### config.mk
export PLATFORM = sky130hd
export DESIGN_NAME = div
export DESIGN_NICKNAME = d
export VERILOG_FILES = /design/src/rtl/div.sv
export SDC_FILE = /design/constraint.sdc
export NUM_CORES = 1
export LEC_CHECK = 0
export CAP_MARGIN = 20
export CELL_PAD_IN_SITES_DETAIL_PLACEMENT = 0
export CELL_PAD_IN_SITES_GLOBAL_PLACEMENT = 1
export CORE_MARGIN = 10
export CORE_UTILIZATION = 43
export DETAILED_ROUTE_END_ITERATION = 12
export PLACE_DENSITY_LB_ADDON = 0.1
export SLEW_MARGIN = 0
export SYNTH_ARGS = -nofsm -noshare
export SYNTH_HDL_FRONTEND = slang
export SYNTH_SLANG_ARGS = --single-unit
### constraint.sdc
create_clock -name clk -period 6.44 [get_ports clk]
set_input_delay 0.966 -clock clk [delete_from_list [all_inputs] [get_ports clk]]
set_output_delay 0.966 -clock clk [all_outputs]
set_load 0.01 [all_outputs]
### src/rtl/div.sv
// Multi-cycle 32-bit restoring divider for the DIV/DIVU execute path.
// Produces {remainder, quotient} one quotient bit per cycle, with a registered ready flag.
module div (
  input  logic        clk,
  input  logic        rst,
  input  logic        signed_div_i,
  input  logic [31:0] opdata1_i,
  input  logic [31:0] opdata2_i,
  input  logic        start_i,
  input  logic        annul_i,
  output logic [63:0] result_o,
  output logic        ready_o
);

  typedef enum logic [1:0] {
    S_FREE   = 2'd0,
    S_BYZERO = 2'd1,
    S_ON     = 2'd2,
    S_END    = 2'd3
  } state_e;

  state_e      state_q, state_d;
  logic [5:0]  cnt_q, cnt_d;
  logic        sign_q, sign_d;
  logic        neg1_q, neg1_d;
  logic        neg2_q, neg2_d;
  logic [31:0] quo_q, quo_d;
  logic [31:0] rem_q, rem_d;
  logic [31:0] divisor_q, divisor_d;
  logic        ready_q, ready_d;
  logic [63:0] result_q, result_d;

  logic [31:0] mag1, mag2;
  logic [32:0] partial;
  logic        sub_ok;
  logic [31:0] rem_sub;
  logic [31:0] quo_fix, rem_fix;

  // Operand magnitudes: the core always divides unsigned, signs are restored at the end.
  assign mag1 = (signed_div_i && opdata1_i[31]) ? (~opdata1_i + 32'd1) : opdata1_i;
  assign mag2 = (signed_div_i && opdata2_i[31]) ? (~opdata2_i + 32'd1) : opdata2_i;

  // 33-bit partial remainder: shifted remainder plus the next dividend bit.
  assign partial = {rem_q, quo_q[31]};
  assign sub_ok  = (partial >= {1'b0, divisor_q});
  // When the subtraction succeeds the difference is below the divisor, so 32 bits suffice.
  assign rem_sub = partial[31:0] - divisor_q;

  assign quo_fix = (sign_q && (neg1_q ^ neg2_q)) ? (~quo_q + 32'd1) : quo_q;
  assign rem_fix = (sign_q && neg1_q) ? (~rem_q + 32'd1) : rem_q;

  // NOTE: every always_comb output gets a default first so no path leaves it unassigned (no latches).
  always_comb begin
    state_d   = state_q;
    cnt_d     = cnt_q;
    sign_d    = sign_q;
    neg1_d    = neg1_q;
    neg2_d    = neg2_q;
    quo_d     = quo_q;
    rem_d     = rem_q;
    divisor_d = divisor_q;
    ready_d   = ready_q;
    result_d  = result_q;

    unique case (state_q)
      S_FREE: begin
        ready_d  = 1'b0;
        result_d = 64'd0;
        if (start_i && !annul_i) begin
          if (opdata2_i == 32'd0) begin
            state_d = S_BYZERO;
          end else begin
            state_d   = S_ON;
            cnt_d     = 6'd0;
            sign_d    = signed_div_i;
            neg1_d    = opdata1_i[31];
            neg2_d    = opdata2_i[31];
            quo_d     = mag1;
            divisor_d = mag2;
            rem_d     = 32'd0;
          end
        end
      end

      S_BYZERO: begin
        if (annul_i) begin
          state_d = S_FREE;
        end else begin
          state_d  = S_END;
          ready_d  = 1'b1;
          result_d = 64'd0;
        end
      end

      S_ON: begin
        if (annul_i) begin
          state_d  = S_FREE;
          ready_d  = 1'b0;
          result_d = 64'd0;
        end else if (cnt_q != 6'd32) begin
          rem_d = sub_ok ? rem_sub : partial[31:0];
          quo_d = {quo_q[30:0], sub_ok};
          cnt_d = cnt_q + 6'd1;
        end else begin
          state_d  = S_END;
          ready_d  = 1'b1;
          result_d = {rem_fix, quo_fix};
        end
      end

      S_END: begin
        if (annul_i || !start_i) begin
          state_d  = S_FREE;
          ready_d  = 1'b0;
          result_d = 64'd0;
        end
      end

      default: state_d = S_FREE;
    endcase
  end

  // NOTE: sequential state uses non-blocking assignments so every flop samples pre-edge values.
  always_ff @(posedge clk or posedge rst) begin
    if (rst) begin
      state_q   <= S_FREE;
      cnt_q     <= 6'd0;
      sign_q    <= 1'b0;
      neg1_q    <= 1'b0;
      neg2_q    <= 1'b0;
      quo_q     <= 32'd0;
      rem_q     <= 32'd0;
      divisor_q <= 32'd0;
      ready_q   <= 1'b0;
      result_q  <= 64'd0;
    end else begin
      state_q   <= state_d;
      cnt_q     <= cnt_d;
      sign_q    <= sign_d;
      neg1_q    <= neg1_d;
      neg2_q    <= neg2_d;
      quo_q     <= quo_d;
      rem_q     <= rem_d;
      divisor_q <= divisor_d;
      ready_q   <= ready_d;
      result_q  <= result_d;
    end
  end

  assign ready_o  = ready_q;
  assign result_o = result_q;

endmodule

==> metrics.cfg <==
[drt]
viasPerCell = 5.381
via_count = 9696
ant_nets = 0
drc_errors = 0
drt_wl_total_mm = 30.36
first_pass_iters = 7
drt_iter0_drc = 705
wire_per_inst_microns = 16.85

[clocking]
clock_latency_ps = 430
cts.repair.resized = 0
cts_hold_buf = 0
clockBufferDepth = 2
cts.clk_slew.worst_paths_ps = 80
clkSinkCount = 172
cts_root_buf = clkbuf_16
cts-htree-levels = 4
cts_setup_buffers = 0
cts_buffers = 17
cts_tree = done

[logic_synthesis]
synth_top_family_by_area = compound AO/OA/AOI/OAI gates
synth_xor_area_share_pct = 11.20
async_flop_share_pct = 100.0
syn_avg_cell_area_sq_um = 8.239
synth_mux_area_share_pct = 1.791
synthSimpleGateAreaFrac_pct = 17.97
synth_compound_area_share_pct = 21.09
synth-adder-area-share_pct = 4.991
synth_nets = 1470
ys_seq_area_share_pct = 38.50
synth_edf_count = 0
synth.distinct_cells = 61
synth_ff_type = dfrtp_1
syn-cell-area_sq_um = 11180
ys.warnings.count = 0
synthCells = 1357
ys_ff_latch = 172

[sta]
max_slew_margin_pct = 35.36
hold_violations = 0
finalMaxSlewViolations = 0
fmax_mhz = 233.4
setup_viol = 0
finClkSkew_ps = 13.38
rsz0062_at_grt = false
period_needed_ps = 4285
worst_slew_pin_slew_ps = 967.3
hold_ws_ps = 481.1
setup_tns_ps = 0
period_share_pct = 66.53

[layout]
fill_cells = 2496
layout_commonest_cell = nand2_1
syn_to_final_growth_pct = 19.34
seqCellArea_sq_um = 4304
drive_above_1_share_pct = 4.552
mostFrequentLayoutCells = 210 x nand2_1, 172 x dfrtp_1, 133 x clkdlybuf4s50_1
diodes = 0
layout.nets = 1572
multi_input_area_sq_um = 6400

[global_route]
grt_pass1_wl_mm = 51.10
first_global_vias = 9255
overflow = 0
grt_max_degree = 78
antenna_found_initial = 0
grt_usage_pct = 18.65

[power]
p_per_area_nw_per_um2 = 495.8
leakage_uw = 0.005640
peakVddDrop_v = 0.0003232

[floorplanning]
die-width_microns = 181.3
core_sq_um = 25400
die_h_microns = 181.3
io-pin-count = 134
rows = 58
die_area_sq_um = 32850
initial_utilization_pct = 44.02

[placement]
hpwl_mm = 23.27
gp_congestion = 0.9244
numPortBuffers = 133

[critical_path]
worst_ep_required_time_ps = 6790
critical_path_class = in -> reg
startpoint_type = input port
endpoint_kind = flop
crit_start = opdata2_i[7]
rr_startpoint = quo_q[31]
critPathArrivalTime_ps = 4630
critPathMaxFanout = 52

[status]
status = finished, final reports clean

[worst_hold_path]
holdCritPathClass = reg -> reg
hp-start = result_o[19]

[run]
drv_cap = 0

==> per-stage QoR <==
step	cell area, sq um	power (uW)	instances	setup WS (ps)	utilization (%)
detailed placement	12760	5614	1770	1718	50.26
finish	13340	6615	1802	2155	52.53
global route	13340	7212	1802	1803	52.53
global placement	12760	5572	1770	1763	50.26
floorplan	11180	4545	1357	813.9	-
CTS	13340	6650	1802	2158	52.53
==> sequential cells by signal (all words and copies together), names as in the netlist <==
signal / flops
state_q: 2
neg1_q: 1
rem_q: 32
result_o: 64
cnt_q: 6
ready_o: 1
divisor_q: 32
quo_q: 32
sign_q: 1
neg2_q: 1
==> cell usage after synthesis, types with 3 or more instances <==
master    number  area share (%)
a211oi_1       6            0.40
a21o_1        17             1.1
a21oi_1      122             5.5
a221oi_1       3            0.24
a31oi_1        6            0.34
and2_1         6            0.34
and3_1         5            0.28
buf_2         14            0.63
buf_4          5            0.34
clkbuf_1      41             1.4
dfrtp_1      172              38
ha_1          43             4.8
inv_1         62             2.1
mux2i_1       20             1.8
nand2_1      210             7.1
nand2b_1      12            0.67
nand3_1       15            0.67
nand3b_1       3            0.20
nand4_1        5            0.28
nor2_1       105             3.5
nor2b_1        8            0.45
nor3_1        21            0.94
nor4_1        10            0.56
o21a_1         5            0.34
o21ai_0      102             4.6
o21ai_1       96             4.3
o21bai_1       4            0.27
o221ai_1       8            0.63
o22ai_1        5            0.28
o31ai_1       17             1.1
o41ai_1        9            0.71
o41ai_2        3            0.44
or2_2          4            0.22
or3_1         14            0.78
or4_1          6            0.40
xnor2_1       70             5.5
xor2_1        73             5.7
==> report_power, final <==
group	internal (uW)	switching (uW)	total [uW]	leakage, uW
Clock	518	499	1020	0.000280
Combinational	1510	2180	3690	0.00310
Sequential	1470	441	1910	0.00226
Total	3500	3120	6620	0.00564
==> final cells by class <==
class                      instances  share of cell area (%)
sequential                       172                   32.26
clock buffer                      17                   3.188
clock inverter                    15                   1.144
multi-input combinational       1062                   47.97
timing repair buffer             143                   10.54
tap                              330                   3.095
inverter                          63                   1.810
==> per-layer routing <==
layer | GRT usage [%] | routed length [microns] | vias to the layer above
li1 | - | - | 4939
met1 | 29.23 | 16320 | 4522
met2 | 25.17 | 12170 | 215
met3 | 3.716 | 1573 | 20
met4 | 4.393 | 282 | 0
met5 | 0 | 0 | -
==> worst paths after layout <==
check                                end  slack (ps)  cells past startpoint
min in group asynchronous   result_o[21]        1040                      2
min                         result_o[19]         480                      2
max in group asynchronous  divisor_q[16]        4280                      3
min reg2reg                 result_o[19]         480                      2
max reg2reg                    rem_q[28]        2410                     13
max                            quo_q[31]        2160                     11
==> logic make-up after synthesis <==
kind of cell    after synthesis
buf+inv                     123
flops                       172
compound gates              414
xor+xnor                    143
mux                          20
simple gates                441
fa+ha+maj                    44
==> worst max-delay path, stage by stage <==
cell and delay (ps):
clkdlybuf4s50_1 470, or4_1 610, or3_4 380, nor3_4 230
nand4_1 290, nand2_1 200, a21o_2 410, buf_4 350
buf_4 470, a221oi_1 100, a21oi_1 150
Note: power is estimated with default switching activity, not from simulation.
